==> src/rtl/alu_issue_arbiter.sv <==
// rtl/alu_issue_arbiter.sv - round-robin issue arbiter for a shared fixed-latency ALU
// Registers the granted op into the ALU and tracks its tag through a latency-matched shadow pipe.
module alu_issue_arbiter #(
  parameter int NUM_REQ      = 4,
  parameter int TAG_WIDTH    = 6,
  parameter int DATA_LEN     = 32,
  parameter int ALU_OP_WIDTH = 4,
  parameter int EX_LATENCY   = 2,
  localparam int CNT_W       = $clog2(EX_LATENCY + 2),
  localparam int PTR_W       = $clog2(NUM_REQ)
) (
  input  logic                            clk_i,
  input  logic                            reset_i,
  input  logic [NUM_REQ-1:0]              req_valid_i,
  input  logic [NUM_REQ*ALU_OP_WIDTH-1:0] req_op_i,
  input  logic [NUM_REQ*DATA_LEN-1:0]     req_src1_i,
  input  logic [NUM_REQ*DATA_LEN-1:0]     req_src2_i,
  input  logic [NUM_REQ*TAG_WIDTH-1:0]    req_rrftag_i,
  input  logic [NUM_REQ-1:0]              req_wrrrf_i,
  output logic [NUM_REQ-1:0]              grant_o,
  input  logic                            stall_i,
  input  logic                            flush_i,
  output logic                            alu_issue_o,
  output logic [ALU_OP_WIDTH-1:0]         alu_op_o,
  output logic [DATA_LEN-1:0]             alu_src1_o,
  output logic [DATA_LEN-1:0]             alu_src2_o,
  output logic                            alu_wrrrf_o,
  input  logic [DATA_LEN-1:0]             alu_result_i,
  input  logic                            alu_rob_we_i,
  input  logic                            alu_rrf_we_i,
  output logic                            wb_valid_o,
  output logic [TAG_WIDTH-1:0]            wb_rrftag_o,
  output logic [DATA_LEN-1:0]             wb_result_o,
  output logic                            wb_rrf_we_o,
  output logic [CNT_W-1:0]                inflight_cnt_o,
  output logic                            err_o
);

  localparam int FW_W = $clog2(EX_LATENCY + 1);

  logic [PTR_W-1:0]        r_ptr;
  logic                    r_issue;
  logic [ALU_OP_WIDTH-1:0] r_op;
  logic [DATA_LEN-1:0]     r_src1;
  logic [DATA_LEN-1:0]     r_src2;
  logic                    r_wrrrf;
  logic [TAG_WIDTH-1:0]    r_issue_tag;
  logic [EX_LATENCY-1:0]   r_sh_v;
  logic [TAG_WIDTH-1:0]    r_sh_tag [EX_LATENCY];
  logic [FW_W-1:0]         r_flush_win;
  logic                    r_err;

  logic [NUM_REQ-1:0]      w_grant;
  logic                    w_gnt_any;
  logic [PTR_W-1:0]        w_gnt_idx;
  logic [PTR_W:0]          w_sum;
  logic [PTR_W-1:0]        w_ptr_nxt;
  logic                    w_head_v;
  logic                    w_wb_valid;
  logic                    w_err_set;
  logic [CNT_W-1:0]        w_cnt;

  // Search starts at the pointer and wraps; the first ready requester wins.
  always_comb begin
    w_grant   = '0;
    w_gnt_any = 1'b0;
    w_gnt_idx = '0;
    w_sum     = '0;
    if (!(stall_i || flush_i || reset_i)) begin
      for (int k = 0; k < NUM_REQ; k++) begin
        w_sum = {1'b0, r_ptr} + (PTR_W+1)'(k);
        if (w_sum >= (PTR_W+1)'(NUM_REQ)) w_sum = w_sum - (PTR_W+1)'(NUM_REQ);
        if (!w_gnt_any && req_valid_i[w_sum[PTR_W-1:0]]) begin
          w_gnt_any = 1'b1;
          w_gnt_idx = w_sum[PTR_W-1:0];
        end
      end
    end
    w_grant[w_gnt_idx] = w_gnt_any;
  end

  assign w_ptr_nxt = (w_gnt_idx == PTR_W'(NUM_REQ - 1)) ? '0 : w_gnt_idx + 1'b1;

  always_ff @(posedge clk_i) begin
    if (reset_i) begin
      r_ptr       <= '0;
      r_issue     <= 1'b0;
      r_op        <= '0;
      r_src1      <= '0;
      r_src2      <= '0;
      r_wrrrf     <= 1'b0;
      r_issue_tag <= '0;
    end else begin
      r_issue <= w_gnt_any;
      if (w_gnt_any) begin
        r_ptr       <= w_ptr_nxt;
        r_op        <= req_op_i[w_gnt_idx*ALU_OP_WIDTH +: ALU_OP_WIDTH];
        r_src1      <= req_src1_i[w_gnt_idx*DATA_LEN +: DATA_LEN];
        r_src2      <= req_src2_i[w_gnt_idx*DATA_LEN +: DATA_LEN];
        r_wrrrf     <= req_wrrrf_i[w_gnt_idx];
        r_issue_tag <= req_rrftag_i[w_gnt_idx*TAG_WIDTH +: TAG_WIDTH];
      end
    end
  end

  // Shadow pipe head lines up with the ALU result outputs.
  always_ff @(posedge clk_i) begin
    if (reset_i) begin
      r_sh_v <= '0;
      for (int k = 0; k < EX_LATENCY; k++) r_sh_tag[k] <= '0;
    end else begin
      if (flush_i) begin
        r_sh_v <= '0;
      end else begin
        r_sh_v[0] <= r_issue;
        for (int k = 1; k < EX_LATENCY; k++) r_sh_v[k] <= r_sh_v[k-1];
      end
      r_sh_tag[0] <= r_issue_tag;
      for (int k = 1; k < EX_LATENCY; k++) r_sh_tag[k] <= r_sh_tag[k-1];
    end
  end

  assign w_head_v   = r_sh_v[EX_LATENCY-1];
  assign w_wb_valid = w_head_v & ~flush_i & ~reset_i;

  // Killed ops may still drain out of the ALU for EX_LATENCY cycles after a flush.
  assign w_err_set = (~w_head_v & alu_rob_we_i & ~flush_i & (r_flush_win == '0))
                   | (w_head_v & ~alu_rob_we_i);

  always_ff @(posedge clk_i) begin
    if (reset_i) begin
      r_flush_win <= '0;
      r_err       <= 1'b0;
    end else begin
      r_err <= r_err | w_err_set;
      if (flush_i) r_flush_win <= FW_W'(EX_LATENCY);
      else if (r_flush_win != '0) r_flush_win <= r_flush_win - 1'b1;
    end
  end

  always_comb begin
    w_cnt = CNT_W'(r_issue);
    for (int k = 0; k < EX_LATENCY; k++) w_cnt = w_cnt + CNT_W'(r_sh_v[k]);
  end

  assign grant_o        = w_grant;
  assign alu_issue_o    = r_issue;
  assign alu_op_o       = r_op;
  assign alu_src1_o     = r_src1;
  assign alu_src2_o     = r_src2;
  assign alu_wrrrf_o    = r_wrrrf;
  assign wb_valid_o     = w_wb_valid;
  assign wb_rrftag_o    = r_sh_tag[EX_LATENCY-1];
  assign wb_result_o    = alu_result_i;
  assign wb_rrf_we_o    = w_wb_valid & alu_rrf_we_i;
  assign inflight_cnt_o = w_cnt;
  assign err_o          = r_err;

endmodule

==> config.mk <==
export PLATFORM = sky130hd
export DESIGN_NAME = alu_issue_arbiter
export DESIGN_NICKNAME = d
export VERILOG_FILES = /design/src/rtl/alu_issue_arbiter.sv
export SDC_FILE = /design/constraint.sdc
export NUM_CORES = 1
export LEC_CHECK = 0
export BUFFER_PORTS_ARGS = -buffer_cell sky130_fd_sc_hd__buf_2
export CORE_AREA = 2 2 180 182
export CTS_CLUSTER_SIZE = 28
export DETAILED_ROUTE_END_ITERATION = 16
export DIE_AREA = 0 0 182 184
export MAX_ROUTING_LAYER = met4
export SLEW_MARGIN = 10
export SYNTH_ARGS = -nofsm -noshare
export SYNTH_HDL_FRONTEND = slang
export SYNTH_SLANG_ARGS = --single-unit
==> constraint.sdc <==
create_clock -name clk_i -period 1.99 [get_ports clk_i]
set_input_delay 0.2985 -clock clk_i [delete_from_list [all_inputs] [get_ports clk_i]]
set_output_delay 0.2985 -clock clk_i [all_outputs]
set_load 0.02 [all_outputs]
==> After elaboration in Yosys (flattened, before gate mapping) <==
Memories as Yosys holds them, arrays and structs flattened.
Cells that the tools add are included.
{ "totals": {"elab_cells": 109, "reg_bits": 83, "input_bits": 342, "ramBits": 12, "memories": 1, "out_inout_bits": 117} }
{ "classes": {"n_bitwise": 16, "n_lt_le_gt_ge": 10, "n_mul": 1, "n_eq_ne": 1, "shift": 4, "n_mux": 41, "n_reduce_logical": 13, "addsub": 11} }
{ "mem_list": {"columns": ["name", "words", "width", "read_ports", "rd_clocked_by_memory_dff", "wr", "line_no", "text"], "rows": [
  ["r_sh_tag", 2, 6, 2, 0, 2, "49", "logic [TAG_WIDTH-1:0] r_sh_tag [EX_LATENCY];"]
]} }
{ "op_table": {"columns": ["operator", "count"], "rows": [
  ["$shiftx A128 B8 Y32", 2],
  ["$mux W2", 16],
  ["$shiftx A24 B6 Y6", 1],
  ["$mux W1", 17],
  ["$shiftx A16 B5 Y4", 1],
  ["$lt A2 B3 Y1 const B", 5],
  ["$mux W6", 2],
  ["$bmux W1 S2", 5],
  ["$sub A2 B1 Y2 const B", 5],
  ["$ge A3 B3 Y1 const B", 3],
  ["$and A1 B1 Y1", 7],
  ["$add A2 B2 Y3 const B", 2],
  ["$and A4 B4 Y4", 1],
  ["$logic_and A1 B1 Y1", 4],
  ["$mul A2 B2 Y4 const B", 1],
  ["$not A1 Y1", 4],
  ["$or A1 B1 Y1", 4],
  ["$reduce_bool A2 Y1", 2],
  ["$add A2 B1 Y3 const B", 1],
  ["$ge A2 B3 Y1 const B", 1],
  ["$logic_not A1 Y1", 3],
  ["$add A1 B1 Y2", 1],
  ["$add A2 B1 Y2", 1],
  ["$add A2 B1 Y2 const B", 1],
  ["other kinds (6)", 7]
]} }

==> Longest topological paths before layout <==
{ "logic_depth": {"word_depth": 24, "ltp_mapped": 9, "depth_no_buf": 7} }

==> Worst setup path after synthesis <==
No wires, ideal clock.
{ "synth_timing": {"kind": "input -> output", "from": "input stall_i", "to": "output grant_o[1]", "t_arrival_ns": 1.767, "n_path_buf": 1, "path_slack_ns": -0.075, "stages": 6, "path_cell_list": "or3_1 nor3_2 clkbuf_1 inv_1 ha_1 and2_1"} }
{ "synth_via": {"elab_chain_len": 8} }
{ "synth_rtl": {"columns": ["element", "line_no", "text"], "rows": [
  ["start, declared", "21", "input logic stall_i,"],
  ["$logic_or A1 B1 Y1 (*) (2 in a row)", "69", "if (!(stall_i || flush_i || reset_i)) begin"],
  ["$mux W2", "69", null],
  ["$lt A2 B3 Y1 (implied by the code) or $ge A2 B1 Y1 (tied branches)", "79", "w_grant[w_gnt_idx] = w_gnt_any;"],
  ["$logic_and A1 B1 Y1 (implied by the code)", "79", null],
  ["$mux W1 (implied by the code)", "79", null],
  ["$demux W1 S2", "79", null],
  ["$and A4 B4 Y4 (no source line) (*)", null, null],
  ["end, declared", "20", "output logic [NUM_REQ-1:0] grant_o,"]
]} }
Every way passes the cells marked *; elsewhere a longest branch is shown, timed or not.

==> Final worst setup path <==
{ "layout_timing": {"from": "register r_ptr[0]", "to": "output grant_o[3]"} }
{ "layout_via": {"elab_chain_len": 24} }
{ "layout_rtl": {"columns": ["element", "line_no", "text"], "rows": [
  ["start, declared", "41", "logic [PTR_W-1:0] r_ptr;"],
  ["start signal, assigned", "96", "r_ptr <= w_ptr_nxt;"],
  ["$ge A2 B3 Y1 or $sub A2 B1 Y2 (tied branches)", "72", "if (w_sum >= (PTR_W+1)'(NUM_REQ)) w_sum = w_sum - (PTR_W+1)'(NUM_REQ);"],
  ["$mux W2", "72", null],
  ["$mux W2", "69", null],
  ["$bmux W1 S2", "73", "if (!w_gnt_any && req_valid_i[w_sum[PTR_W-1:0]]) begin"],
  ["$mux W1 (implied by the code)", "73", null],
  ["$mux W1", "73", null],
  ["$mux W1", "69", null],
  ["$logic_not A1 Y1", "73", null],
  ["[... 8 more ...]", null, null],
  ["$logic_and A1 B1 Y1", "73", null],
  ["$mux W2", "73", null],
  ["$mux W2", "69", null],
  ["$lt A2 B3 Y1 (implied by the code) or $ge A2 B1 Y1 (tied branches)", "79", null],
  ["$logic_and A1 B1 Y1 (implied by the code)", "79", null],
  ["$mux W1 (implied by the code)", "79", null],
  ["$demux W1 S2", "79", null],
  ["$and A4 B4 Y4 (no source line) (*)", null, null]
]} }
Every way passes the cells marked *; elsewhere a longest branch is shown, timed or not. The select of a mux whose other input is x is not followed.

==> flow_summary.json <==
{
  "async_flop_share_pct": 0,
  "max_freq_mhz": 480,
  "cellInternalPower_mw": 3.55,
  "vias": 6560,
  "antenna_found_initial": 1,
  "areaGrowthSynthToFinish_pct": 55.5,
  "coreArea_sq_um": 31400,
  "status": "finished with violations",
  "via_per_inst": 4.74,
  "cts_hold_buf": 0,
  "cts_buffers": 9,
  "ys_seq_elements": 95,
  "synth-main-ff-cell": "dfxtp_1",
  "nets": 1324,
  "drc": 0,
  "synth_cells": 635,
  "place_inst": 1355,
  "synth_top_area_cell": "dfxtp_1",
  "fin_ws_ps": -94.4,
  "grt_max_degree": 76,
  "drtIter0Drc": 200,
  "critPathMaxFanout": 4,
  "firstDrtPassIters": 4,
  "h-tree-depth": 3,
  "cp-end-kind": "output port",
  "report.final.slew_viol_count": 0,
  "syn_nets": 982,
  "min_period_ps": 2080,
  "yosysTopAreaCellShare_pct": 35.6,
  "dieHeight_microns": 184,
  "routedWlPerCell_microns": 18.5,
  "fin_crit_sh_pct": 105,
  "hold_path_class": "in -> reg",
  "critPathLaunchType": "register",
  "place.detailed.hpwl_microns": 17600,
  "comb_power_share_pct": 25.2,
  "ir_drop_uv": 425,
  "slew_headroom_pct": 63.9,
  "ios": 459,
  "criticalPathCategory": "reg -> out",
  "powerDensity_nw_per_um2": 619,
  "die_w_microns": 182,
  "clkTransAtPathRegs_ps": 70,
  "place_congestion": 0.846,
  "port_buffers": 394,
  "crit_chain": "nor2b_4, o21ai_4, nand3_4, nor3_4, buf_6, ha_2, and2_4, buf_6",
  "instances_no_fill": 1383,
  "diodes": 0,
  "avgSynthCellArea_sq_um": 8.40,
  "slowest_stage": "dfxtp_4",
  "synth_warnings": 0,
  "cp.arrival_ps": 1790,
  "drive_gt1_share_pct": 50.8,
  "die-area_sq_um": 33500,
  "drt_wl_total_microns": 25600,
  "final_cell_mix": "buf_2, dfxtp_1, a21oi_1",
  "overflow": 0,
  "cts.sinks": 95,
  "hold_violations": 0,
  "clk_path_buf_depth": 2,
  "rows": 65,
  "p_sw_mw": 1.59,
  "p_leak_nw": 4.17,
  "grt_pass1_vias": 6426,
  "rsz0062_at_grt": "true",
  "maxCapViolations": 0,
  "cts-root-buf": "clkbuf_16",
  "initial_core_util_pct": 17.0,
  "cp.required_ps": 1690,
  "cts_tree": "yes",
  "seq_area_frac_synth_pct": 35.6,
  "finalSetupViolCount": 4,
  "grt_usage_pct": 13.8,
  "skew_ps": 6.43,
  "violations": "setup timing",
  "drtAntennaViolNets": 0,
  "grt_pass1_wl_microns": 34800,
  "final_util_pct": 26.4,
  "final_common_cell": "buf_2",
  "seq_power_share_pct": 39.9,
  "syn_area_sq_um": 5340,
  "p_sw_share_pct": 30.9,
  "synth.distinct_cells": 34,
  "worst_slew_pin_slew_ps": 541,
  "power.total_mw": 5.14,
  "clockPowerShare_pct": 35.0,
  "crit_top_cell": "buf_6",
  "clock_latency_ps": 350,
  "synthTopCellsByArea": "dfxtp_1, a221oi_1, o21bai_1, o22ai_1, a21oi_1",
  "cpPeakStageDelay_ps": 390,
  "synth_edf_count": 0
}
-- final timing paths --
kind	startpoint	end	slack, ps	cells after the start
min reg2reg	r_sh_tag[0][4]	r_sh_tag[0][10]	440	1
min	req_src1_i[20]	alu_src1_o[20]	190	3
max	r_ptr[0]	grant_o[3]	-90	8
max reg2reg	r_ptr[0]	alu_src2_o[18]	90	9
-- routing by layer --
metal,GRT usage [%],vias up,routed length [microns]
li1,-,3064,-
met1,14.3,3065,9780
met2,25.3,364,13000
met3,2.73,67,1780
met4,6.10,0,1030
met5,-,-,0
-- state kept, by name, indices dropped and copies added (netlist names) --
name         flops
alu_src1_o      32
alu_src2_o      32
r_sh_tag        12
r_issue_tag      6
alu_op_o         4
r_flush_win      2
r_ptr            2
r_sh_v           2
alu_issue_o      1
alu_wrrrf_o      1
err_o            1
-- worst max-delay path: cells and delay by family (launching register included) --
family	cells	cell delay (ps)
buffers and inverters	2	240
AND/OR/NAND/NOR	4	490
flip-flops	1	390
AO/OA/AOI/OAI	1	160
adder cells (fa/ha/maj)	1	160
-- power by group through the flow --
stage	clock [mW]	sequential, mW	combinational (mW)
global placement	0	2.09	1.20
floorplan	0	2.17	0.593
detailed placement	0	2.09	1.21
global route	1.95	2.06	1.40
finish	1.80	2.05	1.29
CTS	1.90	2.05	1.23
-- kinds of logic (layout without fill, tap and decap cells) --
| group | Yosys count | count (layout) | share of synthesized area, % |
|---|---|---|---|
| multiplexers | 1 | 1 | 0.188 |
| AND/OR/NAND/NOR | 117 | 117 | 10.1 |
| buffers and inverters | 108 | 454 | 11.8 |
| flip-flops | 95 | 95 | 35.6 |
| AO/OA/AOI/OAI | 309 | 309 | 41.0 |
| adder cells (fa/ha/maj) | 5 | 5 | 1.31 |
-- Yosys cell counts (2+ instances only) --
cell,n
and3_1,2
o21ai_2,2
ha_1,4
buf_6,5
nor2b_1,16
a221oi_1,67
a221oi_2,8
buf_4,39
buf_1,2
nand2_1,77
buf_2,34
o22ai_1,75
inv_1,2
clkbuf_1,25
nor3_2,2
a21oi_1,77
o21bai_1,75
dfxtp_1,95
and2_1,7
nor2_1,7
-- through the flow --
| step | setup WS, ps | hold slack [ps] | cell area, sq um | TNS [ps] |
|---|---|---|---|---|
| final | -94.4 | 189 | 8300 | -329 |
| after global routing | -181 | 183 | 8300 | -719 |
| after CTS | -142 | 165 | 8020 | -535 |
| after detailed placement | -80.3 | 434 | 7600 | -2290 |
| after global placement | -12.7 | 421 | 7600 | -163 |
| after floorplan | 35.0 | 378 | 5340 | 0 |
-- final cells by class --
cell class              count  area (sq um)
clock buffers              10           229
clock inverters             5          58.8
fillers                  3412         23100
inverters                   3          11.3
multi-input cells         432          3040
flip-flops and latches     95          1910
well taps                 402           503
repair buffers            436          2550
-- timing repair --
| action | 4_1_cts | 5_1_grt |
|---|---|---|
| setup buffers | 7 | 4 |
| pin swaps | 8 | 6 |
| gates cloned | 0 | 4 |
| setup endpoints to repair | 4 | 69 |
| gates resized for setup | 24 | 29 |
(Power assumes the default switching activity.)
